==> config.mk <==
export PLATFORM = sky130hd
export DESIGN_NAME = rally_referee
export DESIGN_NICKNAME = d
export VERILOG_FILES = /design/src/rtl/tennis_pkg.sv /design/src/rtl/hit_window_timer.sv /design/src/rtl/rally_referee.sv
export SDC_FILE = /design/constraint.sdc
export NUM_CORES = 1
export LEC_CHECK = 0
export CAP_MARGIN = 20
export CORE_ASPECT_RATIO = 0.75
export CORE_UTILIZATION = 54
export DETAILED_ROUTE_END_ITERATION = 8
export PLACE_DENSITY = 0.73
export SLEW_MARGIN = 20
export SYNTH_ARGS = -nofsm -noshare
export SYNTH_HDL_FRONTEND = slang
export SYNTH_SLANG_ARGS = --single-unit
==> constraint.sdc <==
create_clock -name clk -period 2.33 [get_ports clk]
set_input_delay 0.466 -clock clk [delete_from_list [all_inputs] [get_ports clk]]
set_output_delay 0.466 -clock clk [all_outputs]
set_load 0.1 [all_outputs]
==> src/rtl/tennis_pkg.sv <==
// Shared types and constants for the rally referee and its per-side hit window timers.
package tennis_pkg;

    typedef enum logic [1:0] {
        SERVE = 2'd0,
        RALLY = 2'd1,
        POINT = 2'd2,
        OVER  = 2'd3
    } ref_state_e;

    localparam logic SIDE_ONE = 1'b0;
    localparam logic SIDE_TWO = 1'b1;

    localparam int              TIMER_W            = 25;
    localparam logic [TIMER_W-1:0] DEFAULT_HIT_WINDOW = 25'd12_000_000;

endpackage

==> src/rtl/hit_window_timer.sv <==
// One side's swing window: loads on hittable rise, counts down while the ball is owed a return,
// and flags a valid return or a miss (timeout or ball leaving unreturned) for the referee.
module hit_window_timer
    import tennis_pkg::*;
#(
    parameter logic [TIMER_W-1:0] HIT_WINDOW = DEFAULT_HIT_WINDOW
) (
    input  logic clk,
    input  logic rst_n,
    input  logic enable,
    input  logic hittable,
    input  logic button,
    output logic return_ok,
    output logic miss
);

    logic               hittable_q, hittable_d;
    logic               returned_q, returned_d;
    logic [TIMER_W-1:0] timer_q, timer_d;

    logic               rise;
    logic               fall;
    logic               returned_eff;
    logic [TIMER_W-1:0] timer_eff;
    logic               expired;

    always_comb begin
        rise         = hittable & ~hittable_q;
        fall         = ~hittable & hittable_q;
        // On the rise cycle the window is already open even though the registers load next edge.
        timer_eff    = rise ? HIT_WINDOW : timer_q;
        returned_eff = rise ? 1'b0 : returned_q;

        return_ok = enable & hittable & button & ~returned_eff & (timer_eff != '0);
        // A swing in the last counting cycle beats the timeout.
        expired   = hittable & ~returned_eff & ~return_ok & (timer_eff <= TIMER_W'(1));
        miss      = enable & (expired | (fall & ~returned_q));

        hittable_d = hittable;
        timer_d    = timer_eff;
        returned_d = returned_eff;
        if (!enable) begin
            // Outside a rally nothing is owed, so a ball already sitting at this end is never judged.
            timer_d    = '0;
            returned_d = 1'b1;
        end else if (return_ok) begin
            returned_d = 1'b1;
        end else if (hittable && !returned_eff && (timer_eff != '0)) begin
            timer_d = timer_eff - TIMER_W'(1);
        end
    end

    always_ff @(posedge clk or negedge rst_n) begin
        if (!rst_n) begin
            hittable_q <= 1'b0;
            returned_q <= 1'b0;
            timer_q    <= '0;
        end else begin
            hittable_q <= hittable_d;
            returned_q <= returned_d;
            timer_q    <= timer_d;
        end
    end

endmodule

==> src/rtl/rally_referee.sv <==
// Rally referee: judges swings and misses during play, pulses returns/points to the ball block, keeps score.
// Build option: EARLY_SWING_FAULT_EN makes a swing with the ball at neither end a fault against the swinger.
module rally_referee
    import tennis_pkg::*;
#(
    parameter logic [TIMER_W-1:0] HIT_WINDOW = DEFAULT_HIT_WINDOW,
    parameter int                 WIN_POINTS = 7,
    parameter int                 SCORE_W    = 4
) (
    input  logic               clk,
    input  logic               rst_n,
    input  logic               button_one,
    input  logic               button_two,
    input  logic               hittable_one,
    input  logic               hittable_two,
    input  logic               start_game,
    output logic               return_one,
    output logic               return_two,
    output logic               match_one,
    output logic               match_two,
    output logic [SCORE_W-1:0] score_one,
    output logic [SCORE_W-1:0] score_two,
    output logic               game_over,
    output logic               winner
);

    localparam logic [SCORE_W-1:0] WIN_SC = SCORE_W'(WIN_POINTS);

    ref_state_e         state_q, state_d;
    logic               scorer_q, scorer_d;
    logic [SCORE_W-1:0] score_one_q, score_one_d;
    logic [SCORE_W-1:0] score_two_q, score_two_d;
    logic               return_one_q, return_one_d;
    logic               return_two_q, return_two_d;
    logic               match_one_q, match_one_d;
    logic               match_two_q, match_two_d;
    logic               game_over_q, game_over_d;
    logic               winner_q, winner_d;

    logic in_rally;
    logic ok_one, ok_two;
    logic miss_one, miss_two;
    logic fault_one, fault_two;
    logic lose_one, lose_two;

    function automatic logic [SCORE_W-1:0] sat_inc(input logic [SCORE_W-1:0] s);
        return (s >= WIN_SC) ? s : s + SCORE_W'(1);
    endfunction

    assign in_rally = (state_q == RALLY);

    hit_window_timer #(.HIT_WINDOW(HIT_WINDOW)) u_timer_one (
        .clk       (clk),
        .rst_n     (rst_n),
        .enable    (in_rally),
        .hittable  (hittable_one),
        .button    (button_one),
        .return_ok (ok_one),
        .miss      (miss_one)
    );

    hit_window_timer #(.HIT_WINDOW(HIT_WINDOW)) u_timer_two (
        .clk       (clk),
        .rst_n     (rst_n),
        .enable    (in_rally),
        .hittable  (hittable_two),
        .button    (button_two),
        .return_ok (ok_two),
        .miss      (miss_two)
    );

`ifdef EARLY_SWING_FAULT_EN
    assign fault_one = in_rally & button_one & ~hittable_one & ~hittable_two;
    assign fault_two = in_rally & button_two & ~hittable_two & ~hittable_one;
`else
    assign fault_one = 1'b0;
    assign fault_two = 1'b0;
`endif

    assign lose_one = miss_one | fault_one;
    assign lose_two = miss_two | fault_two;

    always_comb begin
        state_d      = state_q;
        scorer_d     = scorer_q;
        score_one_d  = score_one_q;
        score_two_d  = score_two_q;
        return_one_d = 1'b0;
        return_two_d = 1'b0;
        match_one_d  = 1'b0;
        match_two_d  = 1'b0;
        game_over_d  = game_over_q;
        winner_d     = winner_q;

        case (state_q)
            SERVE: begin
                if (start_game) begin
                    state_d = RALLY;
                end
            end
            RALLY: begin
                return_one_d = ok_one;
                return_two_d = ok_two;
                // Match pulse and score bump are registered together so both appear in the POINT cycle.
                if (lose_one) begin
                    state_d     = POINT;
                    scorer_d    = SIDE_TWO;
                    match_two_d = 1'b1;
                    score_two_d = sat_inc(score_two_q);
                end else if (lose_two) begin
                    state_d     = POINT;
                    scorer_d    = SIDE_ONE;
                    match_one_d = 1'b1;
                    score_one_d = sat_inc(score_one_q);
                end
            end
            POINT: begin
                if (((scorer_q == SIDE_ONE) ? score_one_q : score_two_q) == WIN_SC) begin
                    state_d     = OVER;
                    game_over_d = 1'b1;
                    winner_d    = scorer_q;
                end else begin
                    state_d = SERVE;
                end
            end
            OVER: begin
                state_d = OVER;
            end
            default: begin
                state_d = SERVE;
            end
        endcase
    end

    always_ff @(posedge clk or negedge rst_n) begin
        if (!rst_n) begin
            state_q      <= SERVE;
            scorer_q     <= SIDE_ONE;
            score_one_q  <= '0;
            score_two_q  <= '0;
            return_one_q <= 1'b0;
            return_two_q <= 1'b0;
            match_one_q  <= 1'b0;
            match_two_q  <= 1'b0;
            game_over_q  <= 1'b0;
            winner_q     <= 1'b0;
        end else begin
            state_q      <= state_d;
            scorer_q     <= scorer_d;
            score_one_q  <= score_one_d;
            score_two_q  <= score_two_d;
            return_one_q <= return_one_d;
            return_two_q <= return_two_d;
            match_one_q  <= match_one_d;
            match_two_q  <= match_two_d;
            game_over_q  <= game_over_d;
            winner_q     <= winner_d;
        end
    end

    assign return_one = return_one_q;
    assign return_two = return_two_q;
    assign match_one  = match_one_q;
    assign match_two  = match_two_q;
    assign score_one  = score_one_q;
    assign score_two  = score_two_q;
    assign game_over  = game_over_q;
    assign winner     = winner_q;

endmodule
; After elaboration in Yosys (flattened, before gate mapping)
; Index checks and enable logic that the tools add are counted.
[totals]
in_bits = 7
wordCells = 111
latch_bits = 0
memories = 0
ramBits = 0
ff_bits = 71
output_inout_bits = 14
romBits = 0
[classes]
n_bitwise = 37
shift = 0
reduce_logical = 15
n_eq_ne = 6
multipliers = 0
div_mod_pow = 0
addsub = 4
magnitude_cmp = 4
mux = 29
[ops]
columns = op, count
row1 = $mux W25, 8
row2 = $le A25 B1 Y1 const B, 2
row3 = $reduce_bool A25 Y1, 2
row4 = $sub A25 B1 Y25 const B, 2
row5 = $and A1 B1 Y1, 22
row6 = $mux W1, 15
row7 = $not A1 Y1, 13
row8 = $add A4 B1 Y4 const B, 2
row9 = $ge A4 B3 Y1 const B, 2
row10 = $mux W2, 4
row11 = $pmux W2 S4, 1
row12 = $reduce_and A2 Y1, 3
row13 = $eq A2 B2 Y1 const B, 2
row14 = $eq A4 B3 Y1 const B, 1
row15 = $logic_and A1 B1 Y1, 4
row16 = $mux W4, 1
row17 = $reduce_and A4 Y1, 1
row18 = $ne A3 B3 Y1 const B, 1
row19 = $reduce_and A3 Y1, 1
row20 = $eq A2 B1 Y1 const B, 1
row21 = $logic_not A1 Y1, 2
row22 = $logic_not A2 Y1, 1
row23 = $ne A2 B2 Y1 const B, 1
row24 = $or A1 B1 Y1, 2
row25 = $reduce_bool A2 Y1, 1

; Longest topological paths before layout
; Gate-level depths: netlist of the first run.
[logic_depth]
word_depth = 14
ltp_mapped = 8
mapped_depth_nobuf = 7

; Modules after synthesis
; Synthesis of the first run repeated with hierarchy kept, for this count alone.
[hier_totals]
cells_unflattened = 413
area_unflattened_um2 = 3818.7
[by_module_without_submodules]
columns = mod, area_each_um2, seq_area_each_um2, cells_per_inst, n_inst
row1 = hit_window_timer, 1554.0, 675.6, 177, 2
row2 = rally_referee, 710.7, 425.4, 59, 1

; Worst setup path after synthesis of the first run
; OpenSTA, ideal clock, no wires.
[synth_timing]
kind = input port to flip-flop
startpoint = input port hittable_two
endpoint = register score_one_q[1], in the netlist score_one[1]
setup_ns = 0.126
path_buffers = 1
path_stages = 7
setup_slack_ns = 0.041
required_ns = 2.204
t_arrival_ns = 2.164
path_cell_list = nor2b_1 -> buf_2 -> nor4_1 -> nand3_1 -> o22ai_2 -> nand4_2 -> mux2_4
[synth_via]
elab_chain_len = 11
word_cells_on_any_way = 20
classes_between = 1 x order compare / 2 x mux / 15 x bitwise / 2 x reduce/logical
[synth_lines]
columns = item, line
row1 = "start, declared", rally_referee.sv:15  ; input logic hittable_two,
row2 = "parallel branches: the longest is 8 deep, another holds $le A25 B1 Y1", --
row3 = $or A1 B1 Y1 *, hit_window_timer.sv:37  ; miss = enable & (expired | (fall & ~returned_q));
row4 = $and A1 B1 Y1 *, hit_window_timer.sv:37
row5 = $reduce_and A4 Y1 (no source line) *, --
row6 = "end signal, assigned", rally_referee.sv:150  ; score_one_q <= score_one_d;
row7 = "end, declared", rally_referee.sv:31  ; logic [SCORE_W-1:0] score_one_q, score_one_d;
; Every way passes the cells marked *.
; A chain may end at the register's enable or synchronous reset.

; Worst setup path in the final report of the first run
[layout_timing]
startpoint = register u_timer_one.timer_q[8]
endpoint = register u_timer_one.timer_q[23]
[layout_via]
elab_chain_len = 6
word_cells_on_any_way = 8
classes_between = 1 x add/sub / 4 x mux / 1 x bitwise / 2 x reduce/logical
[layout_lines]
columns = item, line
row1 = "start, declared", hit_window_timer.sv:19  ; logic [TIMER_W-1:0] timer_q, timer_d;
row2 = "start signal, assigned", hit_window_timer.sv:61  ; timer_q <= timer_d;
row3 = $mux W25 *, hit_window_timer.sv:31  ; timer_eff = rise ? HIT_WINDOW : timer_q;
row4 = "parallel branches: the longest is 3 deep, another holds $sub A25 B1 Y25", --
row5 = $mux W25 *, hit_window_timer.sv:46  ; end else if (return_ok) begin
row6 = $mux W25 *, hit_window_timer.sv:42  ; if (!enable) begin
row7 = via u_timer_one.timer_d[23], hit_window_timer.sv:19
; Mark *: on every way through the listed nets, which the timed path passes.

==> impl_metrics.toml, run 1 <==
[timing]
setup_tns_ns = 0
count_of_final_setup_violators = 0
fmax_mhz = 437
timing.hold.ws_ns = 0.119
tightestPinTransition_ns = 0.603
final_hold_viol_count = 0
max_slew_margin = 0.594
timing.clock.skew_ns = 0.0113
rsz0062_at_grt = "true"
timing.final.crit_share = 0.983
timing.final.crit_period_ns = 2.29
report.final.slew_viol_count = 0

[detailed_routing]
totalWireLength_um = 9510
vias = 3354
via_per_inst = 6.17
route.antenna.remaining_nets = 0
initialDrtViolationCount = 223
firstDrtPassIters = 7
routed_wire_length_per_instance_um = 17.5
post-route-drc-count = 0

[clocking]
post_cts_hold_buffer_count = 0
clock_insertion_delay_worst_skew_ns = 0.35
cts_max_path_buffers = 2
num_cts_buffers = 9
cell_at_the_root_of_the_clock_tree = "sky130_fd_sc_hd__clkbuf_8"
cts_tree = "built"
tritoncts_num_sinks = 71
clock_pin_slew_on_the_worst_setup_and_hold_paths_ns = 0.08
level_count_of_the_clock_h_tree = 3

[finish]
stdcell_area_um2 = 4750
num-nets-final = 467
areaGrowthSynthToFinish_pct = 26.8
final_layout_size_suffix_gt1_frac = 0.283
number_of_antenna_diodes = 0
stdcell_count = 544
nFillCells = 468

[synth]
synth_enable_flop_cells = 0
synth-compound-area-share = 0.193
synthAdderAreaFrac = 0.00668
yosys_warnings = 0
async_reset_ff_frac = 1.00
synth-seq-cells = 71
post_synth_xor_area_fraction = 0.0445
synth_simple_gate_area_share = 0.243
synth.area.mux_share = 0.0127
synth_top_family_by_area = "simple AND/OR/NAND/NOR gates"
ys.flop_type = "sky130_fd_sc_hd__dfrtp_1"
cells_after_synth = 383
synth_nets = 392
synth_area_per_cell_um2 = 9.77
ys_types = 62
syn_area_um2 = 3740
seq_area_frac_synth = 0.475

[global_route]
grtUsageTotal = 0.270
grt_overflow_total = 0
vias_in_the_first_global_route = 3115
maximum_number_of_pins_on_one_net_before_global_route_repair = 46
groute.layer.met3.usage = 0.0771
gr-usage-met1 = 0.375
grt_first_pass_wirelength_um = 15200
top_usage_layer = "met2"
grtUsageMet2 = 0.423
antenna_found_initial = 0

[setup_path]
crit_chain = "or3_4, or2_4, or4_4, a2111oi_4, xor2_1, nor2_1"
critPathMaxFanout = 6
critical-path-max-stage-delay_ns = 0.47
worst_setup_path_end_kind = "flip-flop"
crit_path_start_kind = "flip-flop"
regToRegStartpoint = "u_timer_one.timer_q[8]"
critPathCapture = "u_timer_one.timer_q[23]"
worst_ep_arrival_time_ns = 2.51
timing.critical_path.slowest_stage_cell = "sky130_fd_sc_hd__or4_4"
timing.critical_path.from = "u_timer_one.timer_q[8]"
timing.rr.end = "u_timer_one.timer_q[23]"
timing.critical_path.required_ns = 2.55
timing.reg2reg.setup_slack_ns = 0.04
path_class = "flip-flop to flip-flop"
worstRegToRegCells = 6

[place]
gp_congestion = 0.925
place.detailed.instances = 528
buffer_ports.inserted = 20
dp_hpwl_um = 6540
post_dp_cell_area_um2 = 4400

[die]
dieArea_um2 = 7270
die_height_um = 74.1
die_x_um = 98.1
initial_utilization = 0.575
design.portCount = 21
placementRows = 25
coreArea_um2 = 6510

[outcome]
status = "completed"

[pwr]
power_leakage_nw = 2.15
power.density_cell_area_nw_per_um2 = 550
vdd_ir_drop_max_uv = 306

[hold_path]
hold_class = "input port to asynchronous set/reset pin"

[job]
maxCapViolations = 0
==> how the worst min path moves through the flow <==
stage	endpoint	slack [ns]
global placement	game_over	0.46
global route	winner	0.14
finish	score_one[3]	0.12
floorplan	game_over	0.17
detailed placement	game_over	0.48
CTS	score_one[3]	0.13
==> timing repair <==
item,CTS,global route
resized for setup,4,21
pin swaps,0,3
endpoints found under the setup margin,5,30
setup buffers,0,0
==> sequential cells by signal, indices dropped and copies added (netlist names) <==
| signal | cells |
|---|---|
| game_over | 1 |
| u_timer_one.hittable_q | 1 |
| state_q | 2 |
| u_timer_two.timer_q | 25 |
| winner | 1 |
| u_timer_two.returned_q | 1 |
| u_timer_two.hittable_q | 1 |
| u_timer_one.returned_q | 1 |
| return_two | 1 |
| score_one | 4 |
| u_timer_one.timer_q | 25 |
| return_one | 1 |
| score_two | 4 |
| scorer_q | 1 |
| match_two | 1 |
| match_one | 1 |
==> Yosys cell counts (2+ instances only) <==
library cell               count  area [um^2]
sky130_fd_sc_hd__nor4_1        9         56.3
sky130_fd_sc_hd__nor4_4        3         63.8
sky130_fd_sc_hd__or4_1         7         52.6
sky130_fd_sc_hd__a21boi_0      2         15.0
sky130_fd_sc_hd__nor2_1       30          113
sky130_fd_sc_hd__and3_1        3         18.8
sky130_fd_sc_hd__o311ai_0      5         43.8
sky130_fd_sc_hd__nor2b_1       3         18.8
sky130_fd_sc_hd__or2_2         3         18.8
sky130_fd_sc_hd__a31o_2        3         26.3
sky130_fd_sc_hd__and4b_1       2         20.0
sky130_fd_sc_hd__o21bai_1      2         15.0
sky130_fd_sc_hd__xor2_1        9         78.8
sky130_fd_sc_hd__o31ai_1       8         60.1
sky130_fd_sc_hd__a21oi_1      31          155
sky130_fd_sc_hd__nor3b_1       3         22.5
sky130_fd_sc_hd__o21ai_0      18         90.1
sky130_fd_sc_hd__or3_1        13         81.3
sky130_fd_sc_hd__nand3b_1      4         30.0
sky130_fd_sc_hd__and2_1        2         12.5
sky130_fd_sc_hd__mux2_2        2         22.5
sky130_fd_sc_hd__a31oi_1       8         50.1
sky130_fd_sc_hd__nor3_1       11         55.1
sky130_fd_sc_hd__ha_1          2         25.0
sky130_fd_sc_hd__clkbuf_1     14         52.6
sky130_fd_sc_hd__nand3_1      17         85.1
sky130_fd_sc_hd__xnor2_1      10         87.6
sky130_fd_sc_hd__nor4b_1       2         17.5
sky130_fd_sc_hd__a211o_1       2         17.5
sky130_fd_sc_hd__or4_4         3         33.8
sky130_fd_sc_hd__inv_1         8         30.0
sky130_fd_sc_hd__dfrtp_1      71         1780
sky130_fd_sc_hd__o211ai_1      8         60.1
sky130_fd_sc_hd__a21o_1        2         15.0
sky130_fd_sc_hd__nand2_1      32          120
sky130_fd_sc_hd__nand2b_1      5         31.3
==> placed cells by master, fill, tap and decap left out, drive strengths merged, types with 3 or more instances in the layout <==
cell and n:
nand3b 5, or4 10, nor4 12, mux2 3, and3 3, xor2 9
nand2 32, xnor2 10, o311ai 5, nor3 11, a31oi 8, a21oi 31
o21ai 19, clkbuf 11, or2 4, nor2 30, dfrtp 71, nand2b 5
nor2b 3, a31o 3, o31ai 8, or3 13, nor3b 3, a21boi 4
buf 75, o211ai 8, inv 8, clkdlybuf4s50 4, nand3 17
==> layout make-up <==
type / instances / area, um^2 / area share
inverters: 8 / 30.0 / 0.00633
flip-flops and latches: 71 / 1780 / 0.374
multi-input cells: 288 / 1980 / 0.417
well taps: 81 / 101 / 0.0214
clock buffers: 11 / 151 / 0.0319
repair buffers: 80 / 626 / 0.132
clock inverters: 5 / 80.1 / 0.0169
==> report_power, final <==
| part | switching [W] | internal (W) |
|---|---|---|
| clock | 0.000486 | 0.000659 |
| combinational | 0.000129 | 0.000101 |
| sequential | 0.00000258 | 0.00123 |
| total | 0.000618 | 0.00199 |
==> worst max-delay path: cells and delay by family (launching register included) <==
family           cells  cell delay, ns
XOR/XNOR             1            0.17
flip-flops           1            0.39
AND/OR/NAND/NOR      4            1.24
AO/OA/AOI/OAI        1            0.37
==> stage by stage <==
stage	power, W	setup WS (ns)	utilization
floorplan	0.00136	0.0407	-
global placement	0.00147	-0.369	0.676
detailed placement	0.00147	-0.414	0.676
CTS	0.00261	0.0242	0.714
global route	0.00269	-0.0182	0.729
finish	0.00261	0.0406	0.729
==> routing by layer <==
layer	vias up	share of wire
li1	1575	-
met2	97	0.46
met1	1669	0.47
met4	0	0.0077
met5	-	0
met3	13	0.061
==> cell families (layout without fill, tap and decap cells) <==
logic type	count (synthesis)	count (layout)
buf+inv	24	104
xor+xnor	19	19
compound gates	105	105
flops	71	71
mux	4	4
simple gates	158	158
fa+ha+maj	2	2
Note: power is estimated with default switching activity, not from simulation.
==> run 2, diff against run 1 <==
--- a/config.mk
+++ b/config.mk
@@ -8,6 +8,7 @@
 export CAP_MARGIN = 20
 export CORE_ASPECT_RATIO = 0.75
 export CORE_UTILIZATION = 54
+export CTS_CLUSTER_SIZE = 25
 export DETAILED_ROUTE_END_ITERATION = 8
 export PLACE_DENSITY = 0.73
 export SLEW_MARGIN = 20
==> results of run 2 <==
Final layout, timing and power as in run 1 (identical DEF).
